File: config.mk
export PLATFORM = sky130hd
export DESIGN_NAME = multicycle_ctrl_flat
export DESIGN_NICKNAME = d
export VERILOG_FILES = /design/src/rtl/multicycle_ctrl_if.sv /design/src/rtl/multicycle_ctrl.sv /design/src/flat_wrapper.sv
export SDC_FILE = /design/constraint.sdc
export NUM_CORES = 1
export LEC_CHECK = 0
export CELL_PAD_IN_SITES_DETAIL_PLACEMENT = 1
export CELL_PAD_IN_SITES_GLOBAL_PLACEMENT = 2
export CORE_MARGIN = 4
export CORE_UTILIZATION = 39
export CTS_CLUSTER_SIZE = 10
export DETAILED_ROUTE_END_ITERATION = 16
export DONT_BUFFER_PORTS = 1
export PLACE_DENSITY = 0.87
export SETUP_SLACK_MARGIN = 0.05
export SLEW_MARGIN = 10
export SYNTH_ARGS = -nofsm -noshare
export SYNTH_HDL_FRONTEND = slang
export SYNTH_SLANG_ARGS = --single-unit
File: constraint.sdc
create_clock -name clk -period 2.55 [get_ports clk]
set_input_delay 0.51 -clock clk [delete_from_list [all_inputs] [get_ports clk]]
set_output_delay 0.51 -clock clk [all_outputs]
set_load 0.05 [all_outputs]
File: src/rtl/multicycle_ctrl_if.sv
// multicycle_ctrl_if: control/memory handshake bundle between sequencer and datapath
interface multicycle_ctrl_if;
   logic        run;
   logic [5:0]  opCode;
   logic [5:0]  fnCode;
   logic        zero;
   logic        mem_ready;
   logic        mem_read;
   logic        mem_write;
   logic        i_or_d;
   logic        ir_write;
   logic        pc_write;
   logic [1:0]  pc_src;
   logic        alu_src;
   logic [2:0]  op;
   logic        reg_dst;
   logic        reg_write;
   logic        mem2reg;
   logic        halted;
   logic [31:0] inst_count;

   modport master (
      input  run, opCode, fnCode, zero, mem_ready,
      output mem_read, mem_write, i_or_d, ir_write, pc_write, pc_src,
             alu_src, op, reg_dst, reg_write, mem2reg, halted, inst_count
   );

   modport slave (
      output run, opCode, fnCode, zero, mem_ready,
      input  mem_read, mem_write, i_or_d, ir_write, pc_write, pc_src,
             alu_src, op, reg_dst, reg_write, mem2reg, halted, inst_count
   );
endinterface

File: src/rtl/multicycle_ctrl.sv
// multicycle_ctrl: multi-cycle MIPS-subset control sequencer with shared memory port and retire counter
module multicycle_ctrl (
   input logic               clk,
   input logic               rst_n,
   multicycle_ctrl_if.master bus
);
   typedef enum logic [2:0] {IDLE, FETCH, DECODE, EXEC, MEM, WB, HALT} state_t;

   state_t      state, nxt, ret_st;
   logic        is_r, is_addi, is_lw, is_sw, is_beq, is_j, r_ok, legal, retire;
   logic [2:0]  r_op, alu_op;
   logic [31:0] cnt;
   logic        halted_q, mem_read_q, mem_write_q, i_or_d_q, alu_src_q;
   logic        reg_dst_q, reg_write_q, mem2reg_q;
   logic [1:0]  pc_src_q;
   logic [2:0]  op_q;
   logic        fetch_ok;

   // decode the IR fields into instruction classes and the ALU operation
   always_comb begin
      is_r    = bus.opCode == 6'h00;
      is_addi = bus.opCode == 6'h08;
      is_lw   = bus.opCode == 6'h23;
      is_sw   = bus.opCode == 6'h2b;
      is_beq  = bus.opCode == 6'h04;
      is_j    = bus.opCode == 6'h02;
      r_ok    = bus.fnCode inside {6'h20, 6'h22, 6'h24, 6'h25, 6'h2a};
      r_op    = bus.fnCode == 6'h20 ? 3'b010 :
                bus.fnCode == 6'h22 ? 3'b110 :
                bus.fnCode == 6'h24 ? 3'b000 :
                bus.fnCode == 6'h25 ? 3'b001 : 3'b111;
      legal   = (is_r && r_ok) || is_addi || is_lw || is_sw || is_beq || is_j;
      alu_op  = is_r ? r_op : is_beq ? 3'b110 : 3'b010;
   end

   // next state and the retire strobe on the last state of each instruction
   always_comb begin
      ret_st = bus.run ? FETCH : IDLE;
      nxt    = state;
      retire = 1'b0;
      case (state)
         IDLE:   nxt = bus.run ? FETCH : IDLE;
         FETCH:  nxt = bus.mem_ready ? DECODE : FETCH;
         DECODE: begin
            nxt    = !legal ? HALT : is_j ? ret_st : EXEC;
            retire = is_j;
         end
         EXEC: begin
            nxt    = is_beq ? ret_st : (is_lw || is_sw) ? MEM : WB;
            retire = is_beq;
         end
         MEM: begin
            nxt    = !bus.mem_ready ? MEM : is_sw ? ret_st : WB;
            retire = bus.mem_ready && is_sw;
         end
         WB: begin
            nxt    = ret_st;
            retire = 1'b1;
         end
         default: nxt = HALT;
      endcase
   end

   // state, sticky halt, retire counter, and Moore outputs registered for the state being entered
   always_ff @(posedge clk or negedge rst_n) begin
      if (!rst_n) begin
         state       <= IDLE;
         halted_q    <= 1'b0;
         cnt         <= '0;
         mem_read_q  <= 1'b0;
         mem_write_q <= 1'b0;
         i_or_d_q    <= 1'b0;
         alu_src_q   <= 1'b0;
         op_q        <= 3'b000;
         pc_src_q    <= 2'd0;
         reg_dst_q   <= 1'b0;
         reg_write_q <= 1'b0;
         mem2reg_q   <= 1'b0;
      end else begin
         state       <= nxt;
         halted_q    <= halted_q || (state == DECODE && !legal);
         cnt         <= cnt + 32'(retire);
         mem_read_q  <= nxt == FETCH || (nxt == MEM && is_lw);
         mem_write_q <= nxt == MEM && is_sw;
         i_or_d_q    <= nxt == MEM;
         alu_src_q   <= (nxt == EXEC && (is_addi || is_lw || is_sw)) || nxt == MEM ||
                        (nxt == WB && is_addi);
         op_q        <= nxt == EXEC ? alu_op :
                        (nxt == MEM || (nxt == WB && is_addi)) ? 3'b010 : 3'b000;
         pc_src_q    <= nxt == EXEC && is_beq ? 2'd1 : 2'd0;
         reg_dst_q   <= nxt == WB && is_r;
         reg_write_q <= nxt == WB;
         mem2reg_q   <= nxt == WB && is_lw;
      end
   end

   // Mealy strobes: fetch completion, jump in decode, taken branch in exec
   always_comb begin
      fetch_ok     = state == FETCH && bus.mem_ready;
      bus.ir_write = fetch_ok;
      bus.pc_write = fetch_ok || (state == DECODE && is_j) || (state == EXEC && is_beq && bus.zero);
      bus.pc_src   = state == DECODE && is_j ? 2'd2 : pc_src_q;
   end

   assign bus.mem_read   = mem_read_q;
   assign bus.mem_write  = mem_write_q;
   assign bus.i_or_d     = i_or_d_q;
   assign bus.alu_src    = alu_src_q;
   assign bus.op         = op_q;
   assign bus.reg_dst    = reg_dst_q;
   assign bus.reg_write  = reg_write_q;
   assign bus.mem2reg    = mem2reg_q;
   assign bus.halted     = halted_q;
   assign bus.inst_count = cnt;
endmodule

File: src/flat_wrapper.sv
// flat-port wrapper written by rule: the top's interface ports become plain ports
module multicycle_ctrl_flat 
  (clk, rst_n, bus_run, bus_opCode, bus_fnCode, bus_zero, bus_mem_ready, bus_mem_read, bus_mem_write, bus_i_or_d, bus_ir_write, bus_pc_write, bus_pc_src, bus_alu_src, bus_op, bus_reg_dst, bus_reg_write, bus_mem2reg, bus_halted, bus_inst_count);
  multicycle_ctrl_if bus_i ();
  input logic clk;
  input logic rst_n;
  input wire logic [$bits(bus_i.run)-1:0] bus_run;
  input wire logic [$bits(bus_i.opCode)-1:0] bus_opCode;
  input wire logic [$bits(bus_i.fnCode)-1:0] bus_fnCode;
  input wire logic [$bits(bus_i.zero)-1:0] bus_zero;
  input wire logic [$bits(bus_i.mem_ready)-1:0] bus_mem_ready;
  output wire logic [$bits(bus_i.mem_read)-1:0] bus_mem_read;
  output wire logic [$bits(bus_i.mem_write)-1:0] bus_mem_write;
  output wire logic [$bits(bus_i.i_or_d)-1:0] bus_i_or_d;
  output wire logic [$bits(bus_i.ir_write)-1:0] bus_ir_write;
  output wire logic [$bits(bus_i.pc_write)-1:0] bus_pc_write;
  output wire logic [$bits(bus_i.pc_src)-1:0] bus_pc_src;
  output wire logic [$bits(bus_i.alu_src)-1:0] bus_alu_src;
  output wire logic [$bits(bus_i.op)-1:0] bus_op;
  output wire logic [$bits(bus_i.reg_dst)-1:0] bus_reg_dst;
  output wire logic [$bits(bus_i.reg_write)-1:0] bus_reg_write;
  output wire logic [$bits(bus_i.mem2reg)-1:0] bus_mem2reg;
  output wire logic [$bits(bus_i.halted)-1:0] bus_halted;
  output wire logic [$bits(bus_i.inst_count)-1:0] bus_inst_count;
  assign bus_i.run = bus_run;
  assign bus_i.opCode = bus_opCode;
  assign bus_i.fnCode = bus_fnCode;
  assign bus_i.zero = bus_zero;
  assign bus_i.mem_ready = bus_mem_ready;
  assign bus_mem_read = bus_i.mem_read;
  assign bus_mem_write = bus_i.mem_write;
  assign bus_i_or_d = bus_i.i_or_d;
  assign bus_ir_write = bus_i.ir_write;
  assign bus_pc_write = bus_i.pc_write;
  assign bus_pc_src = bus_i.pc_src;
  assign bus_alu_src = bus_i.alu_src;
  assign bus_op = bus_i.op;
  assign bus_reg_dst = bus_i.reg_dst;
  assign bus_reg_write = bus_i.reg_write;
  assign bus_mem2reg = bus_i.mem2reg;
  assign bus_halted = bus_i.halted;
  assign bus_inst_count = bus_i.inst_count;
  multicycle_ctrl u_core (.clk(clk), .rst_n(rst_n), .bus(bus_i));
endmodule
==> metrics.md <==
| Metric | Value |
|---|---|
| Placeable core area | 5642 sq um |
| FF/Latch Area | 1176 sq um |
| Routed vias | 1815 |
| GPL Wtd Cong | 0.8189 |
| RSZ-0062 raised after global routing | true |
| Psw | 0.0008542 W |
| Power share of the sequential group | 0.445 |
| Drt wl/cell | between 15 and 20 um |
| Final #Nets | 283 |
| Synth Area in Simple Gates | 0.2363 |
| Largest net degree at the start of global routing | between 40 and 50 |
| Cell Rows | 27 |
| Syn-to-layout area delta | 27.50% |
| Fill count | about 630 |
| Slew headroom | 0.6307 |
| DR DRC count | 0 |
| Filler-free cell count of the finished design | 336 |
| Max Clock Skew | 0.006566 ns |
| Port Buffers | 0 |
| Clock power share | 0.223 |
| Endpoints failing setup | 0 |
| Syn_nets | 234 |
| Critical path start-end classification | in2reg |
| Max Root-Sink Buffers | 2 |
| Final ANT Viol Nets | 0 |
| Pwr dens | roughly 740 nW/um^2 |
| First-pass GRT wire length | about 10 mm |
| Footprint of the multi-input gates | 1197 sq um |
| Xor/xnor share of the synthesized area | 0.1130 |
| Pint | 0.001325 W |
| Period utilization | 0.9327 |
| CTS tree | built |
| Total Routed Length | roughly 6.0 mm |
| Syn Std Cell Area | 2325 sq um |
| Vias in the first global route | between 2k and 2.5k |
| Max VDD drop | a little under 0.0004 V |
| Flops & latches, synth | 47 |
| Sw Ratio | 0.3920 |
| Die width | around 85 um |
| Netlist cell types | 52 |
| Clk Latency, worst-skew pair | between 0.2 and 0.3 ns |
| Starting density of the core | 0.4121 |
| Die area | a little over 7000 sq um |
| Ant diodes | 0 |
| Worst-path fanout max | 7 |
| Async SR Flop Fraction | 1.000 |
| Kind of end point of the critical path | flip-flop |
| Seq/Total Area, Yosys | 0.5059 |
| YS warnings | 0 |
| Post-layout util | 0.5254 |
| Crit path time final | between 2 and 2.5 ns |
| Critical Path Start Type | primary input |
| Post-synthesis compound-gate area fraction | 0.1093 |
| Worst Hold Class | in2async |
| HPWL after DPL | about 4.6 mm |
| Main combinational cell family by area after synthesis | simple AND/OR/NAND/NOR gates |
| Syn avg cell area | 10.86 sq um |
| Clock Pin Slew Worst Setup and Hold Paths | 0.09 ns |
| EDFF count, synth | 0 |
| Max Cap Viol | 0 |
| GRT Residual Overflow | 0 |
| Post-synth top flop | dfrtp_1 |
| Layout cells sized above 1 | 0.2992 |
| Logic gate share of total power | 0.332 |
| CTS sink count | 47 |
| Critical Path AT | 2.58 ns |
| Initial DRC count | 41 |
| Final Hold Fails | 0 |
| Max-slew violation count | 0 |
| Initial antenna violation count | 0 |
| Fmax | roughly 0.42 GHz |
| CTS Buf Count | 5 |
| # H-tree levels | 2 |
| Drt via density | roughly 5.4 |
| Drt first pass iters | 4 |
| Status | complete, no violations |
| Mux cell area share after synthesis | 0 |
| I/O pin cnt | 64 |
| Worst-Margin Slew | about 0.55 ns |
| Placed cells | 323 |
| Synth Instances | 214 |
| Synth Area in Adders | 0.01615 |
| Pleak | 1.332 nW |
| Tot GR Track Use | 0.1670 |
| Die H | around 85 um |
| Clk root buf | clkbuf_8 |
| Critical Path RT | around 2.8 ns |
-- area by class of cell --
cell class / count / area share
timing repair buffer: 44 / 0.1237
sequential: 47 / 0.3968
clock buffer: 7 / 0.03250
inverter: 8 / 0.01013
tap: 72 / 0.03039
multi-input combinational: 157 / 0.4040
clock inverter: 1 / 0.002533
-- path summary, 6_finish.rpt --
kind	start	endpoint	slack [ns]	cells after the start
min in group clk	bus_opCode[3]	u_core.bus.mem2reg	0.27	1
hold / removal	rst_n	u_core.bus.inst_count[31]	0.06	1
max in group asynchronous	rst_n	u_core.bus.inst_count[7]	2.29	1
setup / recovery	bus_opCode[4]	u_core.bus.inst_count[30]	0.17	13
hold reg to reg	u_core.bus.inst_count[0]	u_core.bus.inst_count[0]	0.56	1
setup reg to reg	u_core.state[2]	u_core.bus.inst_count[30]	0.29	10
-- synth_stat cells, types with 3 or more instances --
cell      instances  area [sq um]
and2_1            4         25.02
nor3_1            4         20.02
inv_1             8         30.03
nor2_1           20         75.07
nor2b_1           3         18.77
nand3_1          13         65.06
a21oi_1           4         20.02
nand2_1          14         52.55
xnor2_1          22         192.7
xor2_1            8         70.07
dfrtp_1          47          1176
nand3b_1          4         30.03
and3_1            4         25.02
ha_1              3         37.54
nand4_1           8         50.05
and4_1            3         26.28
-- worst max-delay path, cell delays in order --
cell	delay, ns
nor4_4	0.27
nand3b_1	0.14
nor2_1	0.14
o21bai_1	0.12
a22oi_1	0.08
nor2b_1	0.13
ha_2	0.26
ha_4	0.15
nand4_1	0.17
nor2_4	0.23
nand3_4	0.11
nor2_4	0.13
xnor2_1	0.14
-- repair_timing --
| item | CTS | global route |
|---|---|---|
| hold buffers | 1 | 0 |
| resized for setup | 0 | 9 |
| setup buffers | 0 | 4 |
| endpoints found under the setup margin | 0 | 10 |
| endpoints found under the hold margin | 47 | 0 |
-- stage by stage --
step                      setup WS (ns)  area (sq um)  TNS, ns  total power, W  hold slack (ns)
after floorplan                -0.05683          2382  -0.2330        0.001481           0.2144
after global placement          -0.1034          2763  -0.5135        0.001666           0.2157
after detailed placement        -0.1981          2763   -1.623        0.001686           0.2155
after CTS                        0.1041          2894        0        0.002200          0.05901
after global routing           0.005693          2964        0        0.002302          0.06349
final                            0.1715          2964        0        0.002179          0.06035
-- kinds of logic after synthesis --
group           count (synthesis)
compound gates                 29
fa+ha+maj                       3
buf+inv                        10
flops                          47
xor+xnor                       30
simple gates                   95
-- power groups by stage --
| stage | sequential (W) | combinational, W | clock [W] |
|---|---|---|---|
| after floorplan | 0.00108 | 0.000398 | 0 |
| after global placement | 0.000983 | 0.000683 | 0 |
| after detailed placement | 0.000986 | 0.000700 | 0 |
| after CTS | 0.000973 | 0.000724 | 0.000503 |
| after global routing | 0.000985 | 0.000788 | 0.000529 |
| final | 0.000971 | 0.000723 | 0.000486 |
-- sequential cells by signal, summed over array words and instances, names as in the netlist --
| name | flops |
|---|---|
| u_core.bus.reg_write | 1 |
| u_core.bus.alu_src | 1 |
| u_core.bus.mem_read | 1 |
| u_core.bus.op | 3 |
| u_core.bus.reg_dst | 1 |
| u_core.state | 3 |
| u_core.pc_src_q | 1 |
| u_core.bus.inst_count | 32 |
| u_core.bus.halted | 1 |
| u_core.bus.i_or_d | 1 |
| u_core.bus.mem2reg | 1 |
| u_core.bus.mem_write | 1 |
-- layer usage --
metal / share of wire / up-vias / wire length (um) / global-route usage
met3: 0.053 / 2 / 318 / 0.04272
met2: 0.53 / 42 / 3195 / 0.2980
li1: - / 862 / - / -
met4: 0.0060 / 0 / 36 / 0.03885
met5: 0 / - / 0 / 0
met1: 0.41 / 909 / 2454 / 0.2010
-- cells in the final DEF (no fill, tap or decap), types with 2 or more instances in the layout --
cell	n
o31ai_1	2
and3_1	4
and4_1	3
dfrtp_1	47
and2_1	4
nor2b_1	3
inv_1	8
o211ai_1	2
nor2_4	3
nand2_2	2
nor4b_1	2
nand2b_1	2
xnor2_1	22
nor4_4	2
clkbuf_8	7
nor2_1	15
nor2_2	2
nand3b_1	4
nand4_1	8
a21oi_1	4
buf_4	41
o21ai_0	2
a221oi_1	2
xor2_1	8
a31oi_1	2
nand3_1	10
nand2_1	13
nand3_2	2
o22ai_1	2
nor3_1	4
No activity file was read; power rests on OpenSTA's default activity.
